### src/rtl/pio_in_port.sv
// pio_in_port: synchronised, debounced parallel input port
// with sticky W1C edge flags and a maskable level irq.
//
// Ports:
//   clk    system clock, rising edge
//   reset  async active-low reset
//   PORTI  raw external inputs (async)
//   cs/wen bus select / write enable
//   addr   0 deb, 1 rise, 2 fall, 3 mask
//   wdata  write data
//   rdata  read data (comb. from addr)
//   irq    OR of unmasked flags, registered
module pio_in_port #(
  parameter int WIDTH = 32,
  parameter int DIV   = 100
) (
  input  logic             clk,
  input  logic             reset,
  input  logic [WIDTH-1:0] PORTI,
  input  logic             cs,
  input  logic             wen,
  input  logic [1:0]       addr,
  input  logic [WIDTH-1:0] wdata,
  output logic [WIDTH-1:0] rdata,
  output logic             irq
);

  localparam int CW =
    (DIV > 1) ? $clog2(DIV) : 1;
  localparam logic [CW-1:0] LAST =
    CW'(DIV - 1);

  logic [CW-1:0]    cnt;
  logic             tick;

  logic [WIDTH-1:0] sync_a;
  logic [WIDTH-1:0] sync;
  logic [WIDTH-1:0] s0;
  logic [WIDTH-1:0] s1;
  logic [WIDTH-1:0] deb;

  logic [WIDTH-1:0] rise;
  logic [WIDTH-1:0] fall;
  logic [WIDTH-1:0] mask;

  logic [WIDTH-1:0] stable;
  logic [WIDTH-1:0] flip;
  logic [WIDTH-1:0] rise_set;
  logic [WIDTH-1:0] fall_set;
  logic [WIDTH-1:0] rise_clr;
  logic [WIDTH-1:0] fall_clr;

  logic             wr;
  logic             wr_rise;
  logic             wr_fall;
  logic             wr_mask;

  // prescaler
  assign tick = (cnt == LAST);

  always_ff @(posedge clk or negedge reset) begin
    if (!reset) begin
      cnt <= '0;
    end else if (tick) begin
      cnt <= '0;
    end else begin
      cnt <= cnt + CW'(1);
    end
  end

  // two-flop synchroniser
  always_ff @(posedge clk or negedge reset) begin
    if (!reset) begin
      sync_a <= '0;
      sync   <= '0;
    end else begin
      sync_a <= PORTI;
      sync   <= sync_a;
    end
  end

  // current sample agrees with the two
  // previous tick samples
  assign stable = ~(sync ^ s0) & ~(s0 ^ s1);
  assign flip   = tick
                ? (stable & (sync ^ deb))
                : '0;

  assign rise_set = flip & sync;
  assign fall_set = flip & ~sync;

  always_ff @(posedge clk or negedge reset) begin
    if (!reset) begin
      s0  <= '0;
      s1  <= '0;
      deb <= '0;
    end else if (tick) begin
      s1  <= s0;
      s0  <= sync;
      deb <= deb ^ flip;
    end
  end

  // bus write decode
  assign wr = cs & wen;

  always_comb begin
    wr_rise = 1'b0;
    wr_fall = 1'b0;
    wr_mask = 1'b0;
    unique case (1'b1)
      (addr == 2'd1): wr_rise = wr;
      (addr == 2'd2): wr_fall = wr;
      (addr == 2'd3): wr_mask = wr;
      default: ;
    endcase
  end

  assign rise_clr = wr_rise ? wdata : '0;
  assign fall_clr = wr_fall ? wdata : '0;

  // set is applied after clear so a
  // coincident edge is never lost
  always_ff @(posedge clk or negedge reset) begin
    if (!reset) begin
      rise <= '0;
      fall <= '0;
    end else begin
      rise <= (rise & ~rise_clr) | rise_set;
      fall <= (fall & ~fall_clr) | fall_set;
    end
  end

  always_ff @(posedge clk or negedge reset) begin
    if (!reset) begin
      mask <= '0;
    end else if (wr_mask) begin
      mask <= wdata;
    end
  end

  always_ff @(posedge clk or negedge reset) begin
    if (!reset) begin
      irq <= 1'b0;
    end else begin
      irq <= |((rise | fall) & mask);
    end
  end

  // read mux
  always_comb begin
    rdata = '0;
    unique case (addr)
      2'd0: rdata = deb;
      2'd1: rdata = rise;
      2'd2: rdata = fall;
      2'd3: rdata = mask;
      default: rdata = '0;
    endcase
  end

endmodule
### config.mk
export PLATFORM = sky130hd
export DESIGN_NAME = pio_in_port
export DESIGN_NICKNAME = d
export VERILOG_FILES = /design/src/rtl/pio_in_port.sv
export SDC_FILE = /design/constraint.sdc
export NUM_CORES = 1
export LEC_CHECK = 0
export CORE_ASPECT_RATIO = 1.75
export CORE_MARGIN = 4
export CORE_UTILIZATION = 40
export DETAILED_ROUTE_END_ITERATION = 6
export DONT_BUFFER_PORTS = 1
export GPL_TIMING_DRIVEN = 0
export PLACE_DENSITY = 0.56
export RECOVER_POWER = 50
export SETUP_SLACK_MARGIN = 0.3
export SLEW_MARGIN = 20
export SYNTH_ARGS = -nofsm -noshare
export SYNTH_HDL_FRONTEND = slang
export SYNTH_SLANG_ARGS = --single-unit
### constraint.sdc
create_clock -name clk -period 4.3 [get_ports clk]
set_input_delay 0.645 -clock clk [delete_from_list [all_inputs] [get_ports clk]]
set_output_delay 0.645 -clock clk [all_outputs]
set_load 0.01 [all_outputs]
Yosys cells after proc, flatten, opt, wreduce, memory -nomap -nowiden
Cells that the tools add are included.

Register bits: 264. Input port bits: 70. Output and inout bits: 33. Logic and storage cells: 45.

$add $sub $neg: 1. Equality and inequality tests: 4. Muxes and demuxes: 8. Bitwise operators: 20. Reduce and logical (&&, ||, !) cells: 2.

Operators with widths (number): bitwise AND 32 bit (7); NOT 32 bit (5); one-hot mux 32 bit (4 select lines) (1); XOR 32 bit (4); 2-to-1 mux 32 bit (3); bitwise OR 32 bit (3); OR reduction 32 bit (1); adder 7 x 1 -> 7 bit (second input constant) (1); equality test 7 bit (second input constant) (1); 2-to-1 mux 7 bit (1); equality test 2 bit (second input constant) (2); 2-to-1 mux 1 bit (3); equality test 2 x 1 -> 1 bit (second input constant) (1); zero test 2 bit (1); bitwise AND 1 bit (1).

Depth between registers and ports, before layout
Word-level depth: 7. Gate-level depth with buffers: 8.

Least setup slack after synthesis
Ideal clock, no wire load.

Path type: input to output. Start: input port addr[0]. End: output port rdata[0]. Arrival time: 1.673 ns. Required time: 3.655 ns. Path slack: 1.982 ns. Stages on the path: 3. Path buffers: 2. Path through: buf_2 > buf_2 > mux4_2.

Cells in the longest elaborated chain, start to end: 2. Elaborated cells between the ends (all ways): 5. Those cells by class: eq/ne (3); mux (1); reduce/logical (1).

RTL lines: from (decl) (RTL line 22) `input logic [1:0] addr,`; equality test 2 bit (tied with other cells) (RTL line 153) `unique case (addr)`; one-hot mux 32 bit (4 select lines) * (RTL line 153); to (decl) (RTL line 24) `output logic [WIDTH-1:0] rdata,`.

Every way passes the cells marked *; elsewhere a longest branch is shown, timed or not.

Final worst setup path
Start: input port addr[1]. End: output port rdata[19].

Same word-level chain as after synthesis.

==> run_results.csv <==
group,metric,value,unit
status,run_status,"finished with violations",
status,violations,"hold timing",
floorplan,boundaryPins,103,
cells_and_area,diodes,0,
global_routing,antenna_found_initial,0,
logic_synthesis,synth_compound_gate_area_share,0.1363,
setup_path,worstPathArrival,2.30,ns
cells_and_area,num-nets-final,1011,
setup_path,critPathRequiredTime,3.65,ns
cells_and_area,mostFrequentLayoutCells,"dfrtp_1, nand2_1, o21ai_0",
logic_synthesis,synth_top_family_by_area,"compound AO/OA/AOI/OAI gates",
cells_and_area,layout_commonest_cell,"dfrtp_1",
setup_path,worstSetupPathType,"input port to output pin",
logic_synthesis,yosys-mux-area-fraction,0.1004,
logic_synthesis,fraction_of_synthesized_cell_area_in_xor_and_xnor_cells,0.004832,
clocking,tritoncts_clock_tree,"yes",
sta,final.period_utilization,0.6842,
global_routing,grt_pass1_vias,7709,
clocking,cts.root.buffer_cell,"clkbuf_16",
power_and_ir_drop,post-layout-total-power,5.411,mW
sta,timing.final.hold_violations,264,
clocking,cts.htree.levels,1,
logic_synthesis,netlist_instances,912,
sta,maxSlewViolCount,0,
floorplan,floorplan.die.height,226.1,um
clocking,clock_tree.buffer_depth,3,
logic_synthesis,netlist_area,0.01088,sq mm
floorplan,coreArea,0.02669,sq mm
sta,worst_hold_slack,-0.1861,ns
logic_synthesis,ys_types,38,
setup_path,setup.worst_path.start_class,"input port",
placement,hpwl,19780,um
sta,max_slew_margin,0.3379,
sta,setup_viol,0,
floorplan,die_x,132.6,um
drt,drtPass1Iterations,4,
run,drv.max_cap_violation_count,0,
drt,detail-route-antenna-nets,0,
sta,grt_setup_unrepaired,"no",
drt,vias_per_cell,5.814,
clocking,clk_pin_slew_worst_paths,0.06,ns
logic_synthesis,syn_area_cell,11.92,sq um
clocking,post-cts-setup-buffers,0,
power_and_ir_drop,peakVddDrop,0.3216,mV
clocking,cts-buffers-inserted,26,
sta,setup-tns-final,0,ns
drt,route.vias.total,7465,
placement,buffer_ports.inserted,0,
sta,fin_skew,0.02788,ns
clocking,cts.sinks,264,
sta,worst_slew_pin_slew,0.9931,ns
global_routing,grtUsageTotal,0.1977,
drt,dr.first_iter.drc_count,589,
drt,remaining_drc_errors,0,
cells_and_area,layout-area-overhead-vs-synth,12.16,%
floorplan,number_of_cell_rows,79,
logic_synthesis,post_synthesis_simple_gate_area_fraction,0.1065,
cells_and_area,drive_gt1_frac,0.1385,
drt,wl,29430,um
floorplan,initial_core_util,0.4075,
power_and_ir_drop,powerDensity,443.6,mW/mm^2
floorplan,die_area,0.02999,sq mm
power_and_ir_drop,leakage,5.197,nW
clocking,clkLatencyLatePin,0.55,ns
global_routing,grt_max_degree,265,
sta,max_freq,0.3399,GHz
setup_path,timing.critical_path.to_type,"output pin",
logic_synthesis,synth-seq-area-share,0.6075,
setup_path,worst-path-max-fanout,10,
sta,finalWorstPathRequiredPeriod,2.942,ns
min_path,min_path_type,"input port to asynchronous set/reset pin",
logic_synthesis,ys.warnings.count,0,
logic_synthesis,postSynthRegisterBits,264,
placement,globalplace.congestion,0.8478,
drt,routed_wire_length_per_instance,22.92,um
global_routing,globalRoute.totalOverflow,0,
logic_synthesis,synth_fp_nets,983,
clocking,cts_repair_resize_count,0,
global_routing,grt_pass1_wl,45710,um
logic_synthesis,post_synth_fa_ha_maj_area_fraction,0.001150,
-- per-layer routing --
layer  wire, um  track usage  up-vias
li1           -            -     3369
met1      11350       0.2305     3863
met2      15430       0.3572      189
met3       1802      0.04436       44
met4        845      0.07013        0
met5          0            0        -
-- state kept, by name, summed over array words and instances, names as in the netlist --
name,flops
s1,32
fall,32
deb,32
rise,32
cnt,7
sync_a,32
s0,32
mask,32
irq,1
sync,32
-- final timing paths --
kind | start | end | slack, ns | depth (start not counted)
max | addr[1] | rdata[19] | 1.36 | 3
min | reset | sync_a[30]$_DFF_PN0_ | -0.19 | 0
max reg2reg | cnt[0]$_DFF_PN0_ | fall[27]$_DFF_PN0_ | 2.04 | 6
min reg2reg | sync_a[17]$_DFF_PN0_ | sync[17]$_DFF_PN0_ | 0.34 | 0
max in group asynchronous | reset | sync_a[15]$_DFF_PN0_ | 3.96 | 0
min in group clk | PORTI[8] | sync_a[8]$_DFF_PN0_ | 0.11 | 0
-- cell usage after synthesis --
master / n / share of area
nand3_1: 4 / 0.0018
a211oi_1: 1 / 0.00069
nor3_1: 28 / 0.013
a31oi_1: 28 / 0.016
nor2b_1: 1 / 0.00058
xor2_1: 1 / 0.00081
inv_1: 60 / 0.021
and3_1: 25 / 0.014
o21ai_2: 1 / 0.00081
xnor2_1: 5 / 0.0040
o31ai_1: 5 / 0.0035
and4b_1: 4 / 0.0037
o22ai_1: 23 / 0.013
nand4b_1: 1 / 0.00081
nand2_2: 1 / 0.00058
nand4_1: 9 / 0.0052
nand2_1: 157 / 0.054
and4bb_4: 1 / 0.0015
buf_12: 1 / 0.0018
buf_1: 1 / 0.00034
a21oi_1: 1 / 0.00046
dfrtp_1: 264 / 0.61
o21ai_1: 4 / 0.0018
clkbuf_1: 18 / 0.0062
nor4_1: 2 / 0.0012
a41oi_1: 1 / 0.00081
mux2_2: 33 / 0.034
buf_2: 15 / 0.0069
a21o_1: 2 / 0.0014
nor2_1: 5 / 0.0017
nor4b_1: 9 / 0.0072
mux4_2: 32 / 0.066
ha_1: 1 / 0.0012
o21ai_0: 106 / 0.049
buf_6: 7 / 0.0072
and2_4: 1 / 0.00081
a32o_1: 46 / 0.042
o2bb2ai_1: 8 / 0.0064
-- power by group --
group	switching [mW]	total, mW	internal, mW
clock network	0.982	2.44	1.46
registers	0.0926	2.71	2.61
logic	0.134	0.265	0.131
total	1.21	5.41	4.20
-- cell type report --
| type | count | area (sq um) |
|---|---|---|
| Clock buffer | 35 | 704.4 |
| Clock inverter | 13 | 212.7 |
| Inverter | 60 | 225.2 |
| Fill cell | 2462 | 14490 |
| Multi-Input combinational cell | 546 | 3799 |
| Buffer | 42 | 245.2 |
| Tap cell | 324 | 405.4 |
| Sequential cell | 264 | 6606 |
-- through the flow --
stage	utilization	worst slack, ns	instances	area, sq um	hold WS [ns]
after global placement	0.4227	1.400	1236	11280	0.3323
after floorplan	-	1.982	912	10880	0.3312
after detailed placement	0.4227	1.346	1236	11280	0.3347
after CTS	0.4571	1.347	1284	12200	-0.2174
final	0.4571	1.358	1284	12200	-0.1861
after global routing	0.4571	1.346	1284	12200	-0.2085
-- critical path, cell delays in order --
cell and delay (ns):
clkbuf_1 0.36, clkbuf_1 0.79, mux4_2 0.49
-- kinds of logic (layout without fill, tap and decap cells) --
| kind of cell | count (synthesis) | in the layout |
|---|---|---|
| adder cells (fa/ha/maj) | 1 | 1 |
| AND/OR/NAND/NOR | 248 | 248 |
| multiplexers | 65 | 65 |
| flip-flops | 264 | 264 |
| AO/OA/AOI/OAI | 226 | 226 |
| buffers and inverters | 102 | 150 |
| XOR/XNOR | 6 | 6 |
No activity file was read; power rests on OpenSTA's default activity.
